## src/rtl/dual_queue_scheduler_if.sv

```systemverilog
// Signal bundle between the dual-queue scheduler and its FIFOs/service counters.
// The scheduler takes the master side; the FIFO/counter environment takes the slave side.
interface dual_queue_scheduler_if #(
    parameter int NUM_W  = 4,
    parameter int TIME_W = 4
);
    logic              vip_empty;
    logic [NUM_W-1:0]  vip_qn;
    logic [TIME_W-1:0] vip_qt;
    logic              nrm_empty;
    logic [NUM_W-1:0]  nrm_qn;
    logic [TIME_W-1:0] nrm_qt;
    logic [2:0]        busy_in;

    logic              vip_re;
    logic              nrm_re;
    logic              ld1_out;
    logic              ld2_out;
    logic              ld3_out;
    logic [NUM_W-1:0]  dn1_out;
    logic [NUM_W-1:0]  dn2_out;
    logic [NUM_W-1:0]  dn3_out;
    logic [TIME_W-1:0] dt1_out;
    logic [TIME_W-1:0] dt2_out;
    logic [TIME_W-1:0] dt3_out;
    logic              src_out;
    logic              drop_out;
    logic [7:0]        disp_cnt;
    logic [1:0]        state_dbg;

    modport master (
        input  vip_empty, vip_qn, vip_qt, nrm_empty, nrm_qn, nrm_qt, busy_in,
        output vip_re, nrm_re, ld1_out, ld2_out, ld3_out,
               dn1_out, dn2_out, dn3_out, dt1_out, dt2_out, dt3_out,
               src_out, drop_out, disp_cnt, state_dbg
    );

    modport slave (
        output vip_empty, vip_qn, vip_qt, nrm_empty, nrm_qn, nrm_qt, busy_in,
        input  vip_re, nrm_re, ld1_out, ld2_out, ld3_out,
               dn1_out, dn2_out, dn3_out, dt1_out, dt2_out, dt3_out,
               src_out, drop_out, disp_cnt, state_dbg
    );
endinterface

```

## src/rtl/dual_queue_scheduler.sv

```systemverilog
// Picks VIP or normal queue (VIP priority bounded by a starvation limit) and a free
// counter (round-robin), then pops the FIFO and loads the counter: one dispatch per 3 cycles.
module dual_queue_scheduler #(
    parameter int NUM_W      = 4,
    parameter int TIME_W     = 4,
    parameter int STARVE_LIM = 3,
    parameter int STARVE_W   = 2
) (
    input  logic                   clk,
    input  logic                   rst,
    dual_queue_scheduler_if.master bus
);
    typedef enum logic [1:0] {
        S_IDLE   = 2'd0,
        S_ISSUE  = 2'd1,
        S_SETTLE = 2'd2
    } state_t;

    localparam logic [STARVE_W-1:0] STARVE_MAX = STARVE_W'(STARVE_LIM);

    state_t state;
    state_t state_nxt;

    logic [1:0]          rr_ptr;
    logic [STARVE_W-1:0] starve_cnt;
    logic                lat_src;
    logic                lat_drop;
    logic [1:0]          lat_idx;
    logic [NUM_W-1:0]    dn1_q, dn2_q, dn3_q;
    logic [TIME_W-1:0]   dt1_q, dt2_q, dt3_q;
    logic [7:0]          disp_q;

    logic                pick_vip;
    logic                has_src;
    logic [NUM_W-1:0]    head_qn;
    logic [TIME_W-1:0]   head_qt;
    logic                is_drop;
    logic                free_found;
    logic [1:0]          free_idx;
    logic                dispatch;

    // Counter indices live in 0..2; sums up to 4 fold back into that range.
    function automatic logic [1:0] wrap3(input logic [2:0] v);
        case (v)
            3'd3:    return 2'd0;
            3'd4:    return 2'd1;
            default: return v[1:0];
        endcase
    endfunction

    // Dispatch decision, only acted on while in S_IDLE.
    always_comb begin
        // NOTE: every signal gets a default first so no path through this block infers a latch.
        pick_vip   = 1'b0;
        has_src    = 1'b0;
        head_qn    = bus.nrm_qn;
        head_qt    = bus.nrm_qt;
        is_drop    = 1'b0;
        free_found = 1'b0;
        free_idx   = rr_ptr;
        dispatch   = 1'b0;

        pick_vip = !bus.vip_empty && (bus.nrm_empty || (starve_cnt < STARVE_MAX));
        has_src  = pick_vip || !bus.nrm_empty;
        if (pick_vip) begin
            head_qn = bus.vip_qn;
            head_qt = bus.vip_qt;
        end
        is_drop = has_src && (head_qt == '0);

        // Walk offsets high to low so the nearest free counter to rr_ptr wins.
        for (int off = 2; off >= 0; off--) begin
            if (!bus.busy_in[wrap3(3'(rr_ptr) + 3'(off))]) begin
                free_found = 1'b1;
                free_idx   = wrap3(3'(rr_ptr) + 3'(off));
            end
        end

        dispatch = has_src && (is_drop || free_found);
    end

    // State register.
    always_ff @(posedge clk) begin
        // NOTE: sequential state uses non-blocking assignments so all flops update together.
        if (rst) begin
            state <= S_IDLE;
        end else begin
            state <= state_nxt;
        end
    end

    // Next-state logic; the unused encoding falls back to S_IDLE.
    always_comb begin
        state_nxt = S_IDLE;
        case (state)
            S_IDLE:   state_nxt = dispatch ? S_ISSUE : S_IDLE;
            S_ISSUE:  state_nxt = S_SETTLE;
            S_SETTLE: state_nxt = S_IDLE;
            default:  state_nxt = S_IDLE;
        endcase
    end

    // Latched dispatch, starvation tracking, counter payloads and round-robin pointer.
    always_ff @(posedge clk) begin
        if (rst) begin
            rr_ptr     <= 2'd0;
            starve_cnt <= '0;
            lat_src    <= 1'b0;
            lat_drop   <= 1'b0;
            lat_idx    <= 2'd0;
            dn1_q      <= '0;
            dn2_q      <= '0;
            dn3_q      <= '0;
            dt1_q      <= '0;
            dt2_q      <= '0;
            dt3_q      <= '0;
            disp_q     <= 8'd0;
        end else begin
            if (state == S_IDLE && dispatch) begin
                lat_src  <= pick_vip;
                lat_drop <= is_drop;
                lat_idx  <= free_idx;

                if (pick_vip && !bus.nrm_empty) begin
                    if (starve_cnt < STARVE_MAX) starve_cnt <= starve_cnt + 1'b1;
                end else begin
                    starve_cnt <= '0;
                end

                // Payload is placed a cycle early so it is stable while ld_k is high.
                if (!is_drop) begin
                    case (free_idx)
                        2'd0: begin dn1_q <= head_qn; dt1_q <= head_qt; end
                        2'd1: begin dn2_q <= head_qn; dt2_q <= head_qt; end
                        default: begin dn3_q <= head_qn; dt3_q <= head_qt; end
                    endcase
                end
            end

            if (state == S_ISSUE && !lat_drop) begin
                rr_ptr <= wrap3(3'(lat_idx) + 3'd1);
                disp_q <= disp_q + 8'd1;
            end
        end
    end

    // Output decode: strobes exist only in S_ISSUE.
    always_comb begin
        bus.vip_re   = (state == S_ISSUE) &&  lat_src;
        bus.nrm_re   = (state == S_ISSUE) && !lat_src;
        bus.ld1_out  = (state == S_ISSUE) && !lat_drop && (lat_idx == 2'd0);
        bus.ld2_out  = (state == S_ISSUE) && !lat_drop && (lat_idx == 2'd1);
        bus.ld3_out  = (state == S_ISSUE) && !lat_drop && (lat_idx == 2'd2);
        bus.src_out  = (state == S_ISSUE) &&  lat_src;
        bus.drop_out = (state == S_ISSUE) &&  lat_drop;
        bus.dn1_out  = dn1_q;
        bus.dn2_out  = dn2_q;
        bus.dn3_out  = dn3_q;
        bus.dt1_out  = dt1_q;
        bus.dt2_out  = dt2_q;
        bus.dt3_out  = dt3_q;
        bus.disp_cnt = disp_q;
        bus.state_dbg = state;
    end
endmodule

```

## src/flat_wrapper.sv

```systemverilog
// flat-port wrapper written by rule: the top's interface ports become plain ports
module dual_queue_scheduler_flat 
#(
    parameter int NUM_W      = 4,
    parameter int TIME_W     = 4,
    parameter int STARVE_LIM = 3,
    parameter int STARVE_W   = 2
)
  (clk, rst, bus_vip_empty, bus_vip_qn, bus_vip_qt, bus_nrm_empty, bus_nrm_qn, bus_nrm_qt, bus_busy_in, bus_vip_re, bus_nrm_re, bus_ld1_out, bus_ld2_out, bus_ld3_out, bus_dn1_out, bus_dn2_out, bus_dn3_out, bus_dt1_out, bus_dt2_out, bus_dt3_out, bus_src_out, bus_drop_out, bus_disp_cnt, bus_state_dbg);
  dual_queue_scheduler_if #(.NUM_W(NUM_W), .TIME_W(TIME_W)) bus_i ();
  input  logic clk;
  input  logic rst;
  input wire logic [$bits(bus_i.vip_empty)-1:0] bus_vip_empty;
  input wire logic [$bits(bus_i.vip_qn)-1:0] bus_vip_qn;
  input wire logic [$bits(bus_i.vip_qt)-1:0] bus_vip_qt;
  input wire logic [$bits(bus_i.nrm_empty)-1:0] bus_nrm_empty;
  input wire logic [$bits(bus_i.nrm_qn)-1:0] bus_nrm_qn;
  input wire logic [$bits(bus_i.nrm_qt)-1:0] bus_nrm_qt;
  input wire logic [$bits(bus_i.busy_in)-1:0] bus_busy_in;
  output wire logic [$bits(bus_i.vip_re)-1:0] bus_vip_re;
  output wire logic [$bits(bus_i.nrm_re)-1:0] bus_nrm_re;
  output wire logic [$bits(bus_i.ld1_out)-1:0] bus_ld1_out;
  output wire logic [$bits(bus_i.ld2_out)-1:0] bus_ld2_out;
  output wire logic [$bits(bus_i.ld3_out)-1:0] bus_ld3_out;
  output wire logic [$bits(bus_i.dn1_out)-1:0] bus_dn1_out;
  output wire logic [$bits(bus_i.dn2_out)-1:0] bus_dn2_out;
  output wire logic [$bits(bus_i.dn3_out)-1:0] bus_dn3_out;
  output wire logic [$bits(bus_i.dt1_out)-1:0] bus_dt1_out;
  output wire logic [$bits(bus_i.dt2_out)-1:0] bus_dt2_out;
  output wire logic [$bits(bus_i.dt3_out)-1:0] bus_dt3_out;
  output wire logic [$bits(bus_i.src_out)-1:0] bus_src_out;
  output wire logic [$bits(bus_i.drop_out)-1:0] bus_drop_out;
  output wire logic [$bits(bus_i.disp_cnt)-1:0] bus_disp_cnt;
  output wire logic [$bits(bus_i.state_dbg)-1:0] bus_state_dbg;
  assign bus_i.vip_empty = bus_vip_empty;
  assign bus_i.vip_qn = bus_vip_qn;
  assign bus_i.vip_qt = bus_vip_qt;
  assign bus_i.nrm_empty = bus_nrm_empty;
  assign bus_i.nrm_qn = bus_nrm_qn;
  assign bus_i.nrm_qt = bus_nrm_qt;
  assign bus_i.busy_in = bus_busy_in;
  assign bus_vip_re = bus_i.vip_re;
  assign bus_nrm_re = bus_i.nrm_re;
  assign bus_ld1_out = bus_i.ld1_out;
  assign bus_ld2_out = bus_i.ld2_out;
  assign bus_ld3_out = bus_i.ld3_out;
  assign bus_dn1_out = bus_i.dn1_out;
  assign bus_dn2_out = bus_i.dn2_out;
  assign bus_dn3_out = bus_i.dn3_out;
  assign bus_dt1_out = bus_i.dt1_out;
  assign bus_dt2_out = bus_i.dt2_out;
  assign bus_dt3_out = bus_i.dt3_out;
  assign bus_src_out = bus_i.src_out;
  assign bus_drop_out = bus_i.drop_out;
  assign bus_disp_cnt = bus_i.disp_cnt;
  assign bus_state_dbg = bus_i.state_dbg;
  dual_queue_scheduler #(.NUM_W(NUM_W), .TIME_W(TIME_W), .STARVE_LIM(STARVE_LIM), .STARVE_W(STARVE_W)) u_core (.clk(clk), .rst(rst), .bus(bus_i));
endmodule
```

## config.mk

```make
export PLATFORM = sky130hd
export DESIGN_NAME = dual_queue_scheduler_flat
export DESIGN_NICKNAME = d
export VERILOG_FILES = /design/src/rtl/dual_queue_scheduler_if.sv /design/src/rtl/dual_queue_scheduler.sv /design/src/flat_wrapper.sv
export SDC_FILE = /design/constraint.sdc
export NUM_CORES = 1
export LEC_CHECK = 0
export BUFFER_PORTS_ARGS = -buffer_cell sky130_fd_sc_hd__buf_2
export CELL_PAD_IN_SITES_DETAIL_PLACEMENT = 0
export CELL_PAD_IN_SITES_GLOBAL_PLACEMENT = 1
export CORE_ASPECT_RATIO = 1.75
export CORE_MARGIN = 2
export CORE_UTILIZATION = 35
export DETAILED_ROUTE_END_ITERATION = 10
export PLACE_DENSITY_LB_ADDON = 0.12
export SLEW_MARGIN = 40
export SYNTH_ARGS = -nofsm -noshare
export SYNTH_HDL_FRONTEND = slang
export SYNTH_SLANG_ARGS = --single-unit
```

## constraint.sdc

```tcl
create_clock -name clk -period 2.81 [get_ports clk]
set_input_delay 0.562 -clock clk [delete_from_list [all_inputs] [get_ports clk]]
set_output_delay 0.562 -clock clk [all_outputs]
set_load 0.05 [all_outputs]
```

==> results by group <==
Status
  – Status: finished clean

Global route
  – Antenna violations before repair: 0
  – Number of global-route vias before repair: 1921
  – Global router's overall resource usage: 16.7%
  – Pin count of the biggest net entering global routing: 34
  – GRT overflow: 0
  – First-pass GRT wire length: 9340 um

Logic synthesis
  – Area contributors post-synth: sky130_fd_sc_hd__dfxtp_1, sky130_fd_sc_hd__mux2i_1, sky130_fd_sc_hd__ha_1
  – Post-Syn Nets: 272
  – Most common flop cell mapped by yosys: sky130_fd_sc_hd__dfxtp_1
  – Post-synthesis async set-or-reset flop share: 0%
  – Total of warnings raised by yosys: 0
  – Synthesized flop and latch total: 42
  – Most common cell in the netlist: sky130_fd_sc_hd__dfxtp_1
  – Most frequent cells after synthesis: sky130_fd_sc_hd__dfxtp_1, sky130_fd_sc_hd__nor2_1, sky130_fd_sc_hd__nor2b_1
  – Part of the Yosys area used for sequential elements: 36.6%
  – Mean cell area of the mapped netlist: 9.65 sq um
  – Number of different library cells in the post-synthesis netlist: 51
  – Count of flip-flops with a built-in enable after synthesis: 0
  – Synthesized instance count: 238
  – Fraction of synthesized cell area taken by the top area cell type: 36.6%
  – Post-synthesis instance area: 2300 sq um
  – Yosys top cell by area: sky130_fd_sc_hd__dfxtp_1

Clock network
  – # resized after CTS: 0
  – Clk_lat worst skew: 0.29 ns
  – Register clock-pin slew on the reported worst setup and hold paths: 0.06 ns
  – Number of buffers inserted by hold repair at cts: 0
  – Root buf cell: sky130_fd_sc_hd__clkbuf_16
  – Number of clock sinks: 42
  – Number of H-tree levels: 2
  – Buffer count from post-CTS setup fixing: 0
  – CTS tree: yes
  – Cts bufs inserted: 5
  – Max clock buf depth: 2

Die
  – Number of placement rows: 39
  – Starting utilization of the core area: 35.7%
  – Floorplan die width: 65.2 um
  – Core outline area: 6440 sq um
  – Chip height: 111 um
  – Top-level I/O count: 64
  – Full die area: 7250 sq um

Timing
  – Hold Fails Final Rpt: 0
  – Total negative slack for setup checks: 0 ns
  – Max Clock Skew: 0.00402 ns
  – Setup repair after global routing missed its margin: false
  – Highest clock frequency the design can meet: 398 MHz
  – Worst hold slack after final layout: 0.460 ns
  – Period Utilization, post-route: 89.4%
  – Worst rel slew slack: 58.4%
  – Final setup vio count: 0
  – Measured slew at the worst slew-check pin: 0.624 ns
  – Max-slew violation total from the final report: 0
  – Post-layout min period: 2.51 ns

Min path
  – Path category of the worst min-delay check: register to register

Finish
  – Fraction of final layout cells with drive strength greater than 1: 34.0%
  – Sequential cell area: 841 sq um
  – Diodes inserted: 0
  – Multi-input combinational cell area: 1350 sq um
  – Final net count: 339
  – Fill cell instance count of the final layout: 683
  – Syn-to-layout area delta: 25.2%

Pwr
  – Total power divided by cell area: 812 nW/um^2
  – Leakage power of the design: 1.34 nW
  – VDD IR max: 0.000443 V

Critical path
  – Worst setup EP type: register
  – Worst Path Max Fanout: 10
  – Arrival time reported for the critical path endpoint: 2.69 ns
  – Required time at the worst-slack endpoint: 2.99 ns
  – Setup Crit Path Kind: register to register
  – Worst Setup Start Kind: register

Routing
  – Wire length after detailed routing: 5510 um
  – Count of routing violations after the opening detailed-route iteration: 64
  – Detail-routed via count per cell: 4.90
  – DRC errors left: 0
  – Antenna Nets Post-Route: 0
  – Detailed-router iteration count before antenna repair: 4
  – Via total after detailed routing: 1900
  – Average routed wire per standard cell: 14.2 um

Placement
  – Detailed placement HPWL: 4170 um
  – GP Congestion: 0.833
  – Number of buffers inserted by port buffering: 63

Flow run
  – Number of max-cap violations: 0
## through the flow
step                worst slack, ns  cells  cell area [sq um]  total power, mW  util (%)
finish                        0.298    388               2880             2.33      44.6
global route                 0.0626    388               2880             2.47      44.6
CTS                           0.280    388               2880             2.37      44.6
detailed placement            0.300    380               2720             1.75      42.3
global placement              0.306    380               2720             1.75      42.3
floorplan                     0.300    238               2300             1.52         -
## state kept, by name (all words and copies together) (netlist names)
| signal | cells |
|---|---|
| u_core.bus.dt2_out | 4 |
| u_core.bus.dt3_out | 4 |
| u_core.starve_cnt | 2 |
| u_core.bus.dn3_out | 4 |
| u_core.lat_idx | 2 |
| u_core.bus.dn1_out | 4 |
| u_core.bus.dn2_out | 4 |
| u_core.rr_ptr | 2 |
| u_core.bus.state_dbg | 2 |
| u_core.bus.disp_cnt | 8 |
| u_core.bus.dt1_out | 4 |
| u_core.lat_src | 1 |
| u_core.lat_drop | 1 |
## final timing paths
path                                                      endpoint                              start  slack, ns  depth (start not counted)
worst max register to register  u_core.bus.dn2_out[2]$_SDFFE_PP0P_      u_core.rr_ptr[1]$_SDFFE_PP0P_       0.30                          9
worst min register to register   u_core.starve_cnt[1]$_SDFFE_PP0P_  u_core.starve_cnt[1]$_SDFFE_PP0P_       0.46                          2
worst max-delay path            u_core.bus.dn2_out[2]$_SDFFE_PP0P_      u_core.rr_ptr[1]$_SDFFE_PP0P_       0.30                          9
worst min-delay path             u_core.starve_cnt[1]$_SDFFE_PP0P_  u_core.starve_cnt[1]$_SDFFE_PP0P_       0.46                          2
## metal layers
layer  vias up  track usage, %  wire length (um)
li1        955               -                 -
met4         0            7.08                98
met1       890            18.3              2210
met3         7            3.76               225
met2        48            29.9              2970
met5         -               0                 0
## cell usage in the layout (no fill, tap or decap), types with 3 or more instances in the layout
cell	netlist	final
sky130_fd_sc_hd__mux2i_1	17	17
sky130_fd_sc_hd__a21oi_1	8	8
sky130_fd_sc_hd__ha_1	11	11
sky130_fd_sc_hd__mux2_2	6	6
sky130_fd_sc_hd__xor2_1	5	5
sky130_fd_sc_hd__clkbuf_16	0	5
sky130_fd_sc_hd__nand2_1	7	7
sky130_fd_sc_hd__nor2b_1	21	21
sky130_fd_sc_hd__dfxtp_1	42	42
sky130_fd_sc_hd__nand3_1	3	3
sky130_fd_sc_hd__o21ai_0	4	4
sky130_fd_sc_hd__inv_1	10	10
sky130_fd_sc_hd__mux2_4	7	7
sky130_fd_sc_hd__a211oi_1	3	3
sky130_fd_sc_hd__nor2_1	30	30
sky130_fd_sc_hd__buf_2	4	63
sky130_fd_sc_hd__mux2_1	7	7
sky130_fd_sc_hd__buf_4	1	10
sky130_fd_sc_hd__and2_1	3	3
## layout make-up
| class | instances | area share [%] |
|---|---|---|
| Tap cell | 82 | 3.57 |
| Timing Repair Buffer | 73 | 13.6 |
| Sequential cell | 42 | 29.2 |
| Multi-Input combinational cell | 173 | 47.0 |
| Clock buffer | 7 | 4.96 |
| Clock inverter | 1 | 0.305 |
| Inverter | 10 | 1.31 |
## worst max-delay path, stage by stage, from the launching register on
cell,delay (ns)
sky130_fd_sc_hd__dfxtp_1,0.33
sky130_fd_sc_hd__buf_4,0.17
sky130_fd_sc_hd__ha_1,0.27
sky130_fd_sc_hd__mux2i_1,0.35
sky130_fd_sc_hd__nor3_1,0.11
sky130_fd_sc_hd__o21ai_2,0.29
sky130_fd_sc_hd__nand2_2,0.14
sky130_fd_sc_hd__nor3b_4,0.18
sky130_fd_sc_hd__buf_4,0.24
sky130_fd_sc_hd__mux2_4,0.32
## where the power goes
part           switching, mW  internal, mW
registers             0.0530         0.691
clock network          0.251         0.358
logic                  0.651         0.331
total                  0.955          1.38
## logic make-up (layout without fill, tap and decap cells)
kind of cell    Yosys count  count (layout)  share of synthesized area, %
simple gates             90              90                          22.7
flops                    42              42                          36.6
xor+xnor                  7               7                          2.67
fa+ha+maj                11              11                          5.99
mux                      37              37                          18.4
buf+inv                  23              91                          4.52
compound gates           28              28                          9.21
Note: power is estimated with default switching activity, not from simulation.
